### src/rtl/memfsm_pkg.sv
// memfsm_pkg: shared state encoding and bus widths for the memory read scanner.
package memfsm_pkg;
  typedef enum logic [1:0] {FETCH, WAIT, LATCH, HOLD} state_t;
  localparam int MEM_AW = 16;
  localparam int MEM_DW = 18;
  localparam int DISP_W = 16;
endpackage

### src/rtl/step_conditioner.sv
// step_conditioner: synchronizes the step button and emits one-cycle advance pulses.
// Build option MEM_READ_DEBOUNCE_EN requires 2^16 stable cycles before an edge is seen.
module step_conditioner (
  input  logic clk,
  input  logic rst,
  input  logic step_i,
  output logic adv_o
);
  logic s1_q, s2_q, prev_q, clean;
  always_ff @(posedge clk or posedge rst)
    if (rst) begin
      s1_q <= 1'b0;
      s2_q <= 1'b0;
    end else begin
      s1_q <= step_i;
      s2_q <= s1_q;
    end
`ifdef MEM_READ_DEBOUNCE_EN
  logic [15:0] cnt_q;
  logic stable_q;
  always_ff @(posedge clk or posedge rst)
    if (rst) begin
      cnt_q    <= '0;
      stable_q <= 1'b0;
    end else if (s2_q == stable_q) cnt_q <= '0;
    else if (&cnt_q) begin
      stable_q <= s2_q;
      cnt_q    <= '0;
    end else cnt_q <= cnt_q + 16'd1;
  assign clean = stable_q;
`else
  assign clean = s2_q;
`endif
  always_ff @(posedge clk or posedge rst)
    if (rst) prev_q <= 1'b0;
    else prev_q <= clean;
  assign adv_o = clean & ~prev_q;
endmodule

### src/rtl/mem_read_scanner.sv
// mem_read_scanner: walks a memory window and latches each word for the SSD path.
// Build option MEM_READ_DEBOUNCE_EN enables step debouncing in step_conditioner.
module mem_read_scanner
  import memfsm_pkg::*;
#(
  parameter logic [MEM_AW-1:0] BASE_ADDR = 16'h0000,
  parameter int                LENGTH    = 16,
  parameter logic [23:0]       AUTO_DIV  = 24'd12_500_000,
  parameter int                RD_LAT    = 1
) (
  input  logic              clk,
  input  logic              clr,
  input  logic              step,
  input  logic              auto_en,
  input  logic              rewind,
  output logic [MEM_AW-1:0] mem_addr,
  output logic              mem_we,
  input  logic [MEM_DW-1:0] mem_rdata,
  output logic [DISP_W-1:0] display,
  output logic              ovf,
  output logic [15:0]       index,
  output logic              busy
);
  localparam logic [15:0] LAST = 16'(LENGTH - 1);
  localparam logic [1:0]  LAT  = 2'(RD_LAT);
  state_t state_q, state_d;
  logic [MEM_AW-1:0] addr_q, addr_d;
  logic [15:0] idx_q, idx_d;
  logic [DISP_W-1:0] disp_q, disp_d;
  logic ovf_q, ovf_d, busy_q, busy_d, rew_q, rew_d;
  logic [1:0] lat_q, lat_d;
  logic [23:0] timer_q, timer_d;
  logic step_adv, tick, adv_req, wrap;
  step_conditioner u_step (
    .clk   (clk),
    .rst   (clr),
    .step_i(step),
    .adv_o (step_adv)
  );
  assign tick    = auto_en && (timer_q == AUTO_DIV - 24'd1);
  assign timer_d = (!auto_en || tick) ? '0 : timer_q + 24'd1;
  assign adv_req = auto_en ? tick : step_adv;
  assign wrap    = idx_q == LAST;
  always_comb begin
    state_d = state_q;
    addr_d  = addr_q;
    idx_d   = idx_q;
    disp_d  = disp_q;
    ovf_d   = ovf_q;
    busy_d  = busy_q;
    lat_d   = lat_q;
    rew_d   = rew_q | rewind;
    case (state_q)
      FETCH: begin
        busy_d  = 1'b1;
        lat_d   = LAT;
        state_d = WAIT;
      end
      WAIT: begin
        lat_d   = lat_q - 2'd1;
        state_d = (lat_q == 2'd1) ? LATCH : WAIT;
      end
      LATCH: begin
        disp_d  = mem_rdata[DISP_W-1:0];
        ovf_d   = |mem_rdata[MEM_DW-1:DISP_W];
        busy_d  = 1'b0;
        state_d = HOLD;
      end
      default: begin
        // a rewind seen while busy is held until here, then takes priority
        if (rewind || rew_q) begin
          state_d = FETCH;
          addr_d  = BASE_ADDR;
          idx_d   = '0;
          rew_d   = 1'b0;
        end else if (adv_req) begin
          state_d = FETCH;
          idx_d   = wrap ? 16'd0 : idx_q + 16'd1;
          addr_d  = wrap ? BASE_ADDR : BASE_ADDR + idx_q + 16'd1;
        end
      end
    endcase
  end
  always_ff @(posedge clk or posedge clr)
    if (clr) begin
      state_q <= FETCH;
      addr_q  <= BASE_ADDR;
      idx_q   <= '0;
      disp_q  <= '0;
      ovf_q   <= 1'b0;
      busy_q  <= 1'b0;
      lat_q   <= '0;
      rew_q   <= 1'b0;
      timer_q <= '0;
    end else begin
      state_q <= state_d;
      addr_q  <= addr_d;
      idx_q   <= idx_d;
      disp_q  <= disp_d;
      ovf_q   <= ovf_d;
      busy_q  <= busy_d;
      lat_q   <= lat_d;
      rew_q   <= rew_d;
      timer_q <= timer_d;
    end
  assign mem_addr = addr_q;
  assign mem_we   = 1'b0;
  assign display  = disp_q;
  assign ovf      = ovf_q;
  assign index    = idx_q;
  assign busy     = busy_q;
endmodule

### config.mk
export PLATFORM = sky130hd
export DESIGN_NAME = mem_read_scanner
export DESIGN_NICKNAME = d
export VERILOG_FILES = /design/src/rtl/memfsm_pkg.sv /design/src/rtl/step_conditioner.sv /design/src/rtl/mem_read_scanner.sv
export SDC_FILE = /design/constraint.sdc
export NUM_CORES = 1
export LEC_CHECK = 0
export ABC_AREA = 1
export BUFFER_PORTS_ARGS = -buffer_cell sky130_fd_sc_hd__buf_2
export CORE_ASPECT_RATIO = 0.75
export CORE_MARGIN = 2
export CORE_UTILIZATION = 55
export CTS_BUF_LIST = sky130_fd_sc_hd__clkbuf_4 sky130_fd_sc_hd__clkbuf_8 sky130_fd_sc_hd__clkbuf_16
export DETAILED_ROUTE_END_ITERATION = 8
export MAX_ROUTING_LAYER = met4
export PLACE_DENSITY = 0.83
export SLEW_MARGIN = 30
export SYNTH_ARGS = -nofsm -noshare
export SYNTH_HDL_FRONTEND = slang
export SYNTH_HIERARCHICAL = 1
export SYNTH_SLANG_ARGS = --single-unit
### constraint.sdc
create_clock -name clk -period 2.2 [get_ports clk]
set_input_delay 0.22 -clock clk [delete_from_list [all_inputs] [get_ports clk]]
set_output_delay 0.22 -clock clk [all_outputs]
set_load 0.1 [all_outputs]
==> impl_results.html <==
<table>
<tr><th>Metric</th><th>Value</th></tr>
<tr><th colspan="2">Outcome</th></tr>
<tr><td>Run status</td><td>finished clean</td></tr>
<tr><th colspan="2">Synthesis</th></tr>
<tr><td>Number of flops mapped to enable cells by yosys</td><td>0</td></tr>
<tr><td>Post-Synthesis Cells</td><td>490</td></tr>
<tr><td>Yosys top cell area share</td><td>0.435</td></tr>
<tr><td>Number of distinct library cells after synthesis</td><td>35</td></tr>
<tr><td>Yosys synthesis warning count</td><td>6</td></tr>
<tr><td>Top_reg_cell synth</td><td>dfrtp_1</td></tr>
<tr><td>Number of flip-flops and latches in the synthesized netlist</td><td>66</td></tr>
<tr><td>Fraction of registers with async set/reset</td><td>1.00</td></tr>
<tr><td>Top cell type by total area after synthesis</td><td>dfrtp_1</td></tr>
<tr><td>Mapped Avg Cell Area</td><td>7.75 um^2</td></tr>
<tr><td>Cell Area, Synth</td><td>3800 um^2</td></tr>
<tr><td>Cell types occupying the most area after synthesis</td><td>dfrtp_1 43%, nand2_1 12%, nor2_1 8.4%</td></tr>
<tr><td>Post-synth net total</td><td>520</td></tr>
<tr><td>Part of the Yosys area used for sequential elements</td><td>0.435</td></tr>
<tr><th colspan="2">Detailed routing</th></tr>
<tr><td>Via count normalized by instance count</td><td>5.39</td></tr>
<tr><td>Post-DR wirelength/cell</td><td>14.0 um</td></tr>
<tr><td>Antenna-violating nets left</td><td>0</td></tr>
<tr><td>Drc violations</td><td>0</td></tr>
<tr><td>Count of routing violations after the opening detailed-route iteration</td><td>240</td></tr>
<tr><td>Drt first pass iters</td><td>7</td></tr>
<tr><td>Total wirelength of the detailed-routed design</td><td>9030 um</td></tr>
<tr><td>Vias</td><td>3,469</td></tr>
<tr><th colspan="2">STA</th></tr>
<tr><td>Clock period minus final worst setup slack</td><td>1.77 ns</td></tr>
<tr><td>Final worst clock skew</td><td>0.0116 ns</td></tr>
<tr><td>Hold Vio Cnt, Final</td><td>0</td></tr>
<tr><td>Tcrit/Tclk final</td><td>0.804</td></tr>
<tr><td>Highest clock rate</td><td>565 MHz</td></tr>
<tr><td>Aggregate negative setup slack</td><td>0 ns</td></tr>
<tr><td>Final count of pins violating max slew</td><td>0</td></tr>
<tr><td>Setup violations, final</td><td>0</td></tr>
<tr><td>Unrepaired setup endpoints after global routing</td><td>no</td></tr>
<tr><th colspan="2">Worst setup path</th></tr>
<tr><td>Slack of the worst reg-to-reg path</td><td>0.43 ns</td></tr>
<tr><td>Worst-case reg-to-reg path depth</td><td>10</td></tr>
<tr><td>Critical Path Max Stage Delay</td><td>0.41 ns</td></tr>
<tr><td>Most used cell, CP</td><td>nand2_1</td></tr>
<tr><td>Worst endpoint data arrival time</td><td>2.01 ns</td></tr>
<tr><td>Worst-path cell chain</td><td>ha_1 &gt; nand2_2 &gt; nor2_4 &gt; nand3_1 &gt; nor2_2 &gt; nand3_2 &gt; nand3_4 &gt; nand2_4 &gt; nand2_1 &gt; nand2_1</td></tr>
<tr><td>Required time at the endpoint of the critical path</td><td>2.44 ns</td></tr>
<tr><td>Worst r2r dst</td><td>index[2]</td></tr>
<tr><td>Worst path buffer plus inverter count</td><td>0</td></tr>
<tr><td>Crit Path Max Fanout</td><td>16</td></tr>
<tr><td>Launch point of the critical path</td><td>timer_q[0]</td></tr>
<tr><td>Category of the critical setup timing path</td><td>reg -&gt; reg</td></tr>
<tr><td>Cell class contributing the biggest share of worst-path delay</td><td>simple AND/OR/NAND/NOR gates</td></tr>
<tr><td>CP startpoint kind</td><td>register</td></tr>
<tr><td>R2r startpoint</td><td>timer_q[0]</td></tr>
<tr><td>Library cell contributing the largest single delay on the critical path</td><td>dfrtp_1</td></tr>
<tr><td>Crit path capture type</td><td>register</td></tr>
<tr><th colspan="2">GRT</th></tr>
<tr><td>Initial antenna violation count</td><td>0</td></tr>
<tr><td>GRT Total Usage</td><td>0.260</td></tr>
<tr><td>Most used routing layer in global routing</td><td>met2</td></tr>
<tr><td>Pin count of the biggest net entering global routing</td><td>45</td></tr>
<tr><td>Grt ovf</td><td>0</td></tr>
<tr><td>Met3 demand-to-capacity share in global routing</td><td>0.0642</td></tr>
<tr><td>Via count of the first global-routing pass</td><td>3,278</td></tr>
<tr><td>M1 GR Usage</td><td>0.363</td></tr>
<tr><td>Met2 Track Usage GR</td><td>0.372</td></tr>
<tr><td>Global-route wire length before repair</td><td>roughly 15,000 um</td></tr>
<tr><th colspan="2">Cells and area</th></tr>
<tr><td>Post-route standard cell area excluding fillers</td><td>~4400 um^2</td></tr>
<tr><td>Number of cells in the finished layout apart from fillers</td><td>644</td></tr>
<tr><td>Fill cell total of the finished layout</td><td>567</td></tr>
<tr><td>Proportion of layout cells with a drive suffix above 1</td><td>0.227</td></tr>
<tr><td>Fin nets</td><td>585</td></tr>
<tr><td>Final core utilization</td><td>0.653</td></tr>
<tr><td>Area added between synthesis and finish</td><td>16.2%</td></tr>
<tr><td>Antenna Diode Count</td><td>0</td></tr>
<tr><th colspan="2">Clock network</th></tr>
<tr><td>TritonCTS Buffers</td><td>9</td></tr>
<tr><td>Root Driver</td><td>clkbuf_8</td></tr>
<tr><td>H-tree levels</td><td>3</td></tr>
<tr><td>Maximum buffer depth of the clock tree</td><td>2</td></tr>
<tr><td>Setup Buffers After CTS</td><td>0</td></tr>
<tr><td>Clock-pin transition on the worst setup and hold timing paths</td><td>0.08 ns</td></tr>
<tr><td>Clock tree from TritonCTS</td><td>yes</td></tr>
<tr><td>Count of clock tree sinks</td><td>66</td></tr>
<tr><td>Clock insertion delay at the later pin of the skew report</td><td>0.35 ns</td></tr>
<tr><td>Cts repair resizes</td><td>0</td></tr>
<tr><th colspan="2">Pwr</th></tr>
<tr><td>Total power per unit cell area</td><td>1140 nW/um^2</td></tr>
<tr><td>Leakage power of the design</td><td>2.15 nW</td></tr>
<tr><td>IR Drop Worst-Case VDD</td><td>approximately 0.0013 V</td></tr>
<tr><th colspan="2">Floorplanning</th></tr>
<tr><td>Starting Density</td><td>0.562</td></tr>
<tr><td>Chip height</td><td>76.0 um</td></tr>
<tr><td>Die outline width</td><td>between 90 and 100 um</td></tr>
<tr><td>Core outline area</td><td>6770 um^2</td></tr>
<tr><td>Num ports</td><td>74</td></tr>
<tr><td>Area of the die</td><td>7600 um^2</td></tr>
<tr><td>Site Rows</td><td>26</td></tr>
<tr><th colspan="2">Placement</th></tr>
<tr><td># placed instances</td><td>~630</td></tr>
<tr><td>Port Buffer Count</td><td>between 70 and 80</td></tr>
<tr><td>Final Wtd Congestion</td><td>1.02</td></tr>
<tr><td>Post-detailed-placement half-perimeter wirelength</td><td>6530 um</td></tr>
<tr><td>Placed instance area</td><td>4150 um^2</td></tr>
<tr><th colspan="2">Worst hold path</th></tr>
<tr><td>End point of the worst hold path</td><td>display[0]</td></tr>
<tr><td>Hold Path Cell Cnt</td><td>2</td></tr>
<tr><td>Classification of the worst-slack hold path</td><td>in -&gt; reg</td></tr>
<tr><td>Min-Delay Startpoint</td><td>mem_rdata[0]</td></tr>
<tr><th colspan="2">Flow run</th></tr>
<tr><td>Maxcap violations</td><td>0</td></tr>
</table>
## logic make-up (layout without fill, tap and decap cells)
logic type                 Yosys count  after routing  share of synthesized area
DFF                                 66             66                      0.435
AOI/OAI and AO/OA                   17             17                     0.0250
and+or+nand+nor                    295            295                      0.344
xor gates and xnor gates            13             13                     0.0300
adders and majority gates            7              7                     0.0230
buffers and inverters               75            145                     0.0948
muxes                               16             16                     0.0474
other                                1              1                   0.000987
## per-stage QoR
step           setup WS (ns)  total power [mW]  hold WS, ns
3_3_place_gp           0.495              3.74        0.103
5_1_grt                0.237              5.26       0.0811
6_report               0.430              5.04       0.0964
4_1_cts                0.429              5.05       0.0861
2_1_floorplan          0.134              3.44      -0.0264
3_5_place_dp           0.446              3.79        0.109
## report_power, final
group | internal (mW) | leakage [nW] | total (mW) | switching, mW
logic | 0.426 | 1.18 | 2.20 | 1.77
registers | 1.44 | 0.853 | 1.58 | 0.142
clock network | 0.769 | 0.120 | 1.26 | 0.494
## area by class of cell
type,instances,area (um^2),area share
multi-input combinational,349,1790,0.405
sequential,66,1650,0.375
timing repair buffer,80,438,0.0992
inverter,49,184,0.0417
clock buffer,10,131,0.0298
clock inverter,6,115,0.0261
tap,84,105,0.0238
## synth_stat cells, drive strengths merged, types with 5 or more instances
cell	count
nor3	12
mux2	16
nand4	22
nand3	32
nor3b	5
ha	7
inv	49
xor2	9
buf	22
nand2	129
dfrtp	66
a21oi	9
nor2	91
## routing by layer
metal / part of all wire / vias up
met4: 0.016 / 0
li1: - / 1681
met5: 0 / -
met1: 0.45 / 1575
met3: 0.098 / 20
met2: 0.44 / 193
## layout by cell type (no fill, tap or decap), types with 2 or more instances in the layout
| cell | count |
|---|---|
| a21oi_1 | 9 |
| buf_2 | 72 |
| buf_4 | 5 |
| bufinv_16 | 3 |
| clkbuf_8 | 9 |
| clkinv_4 | 2 |
| dfrtp_1 | 64 |
| dfrtp_2 | 2 |
| dlygate4sd3_1 | 2 |
| ha_1 | 7 |
| inv_1 | 48 |
| mux2_2 | 16 |
| nand2_1 | 126 |
| nand2_2 | 2 |
| nand3_1 | 30 |
| nand4_1 | 22 |
| nor2_1 | 85 |
| nor2_2 | 5 |
| nor3_1 | 11 |
| nor3b_1 | 4 |
| o21ai_0 | 4 |
| xnor2_1 | 4 |
| xor2_1 | 9 |
## repair_timing
| item | in CTS | in global routing |
|---|---|---|
| setup endpoints to repair | 0 | 0 |
| endpoints found under the hold margin | 23 | 0 |
| hold buffers | 2 | 0 |
## sequential cells by signal, indices dropped and copies added, names as in the netlist
signal	count
ovf	1
busy	1
rew_q	1
lat_q	2
u_step/clean	1
timer_q	24
u_step/s1_q	1
state_q	2
u_step/prev_q	1
display	16
index	16
## worst max path at each step
stage | endpoint | depth (start not counted)
after floorplan | index[6] | 6
after global placement | index[0] | 10
after detailed placement | index[2] | 10
after CTS | index[2] | 10
after global routing | index[0] | 10
final | index[2] | 10
(Power assumes the default switching activity.)
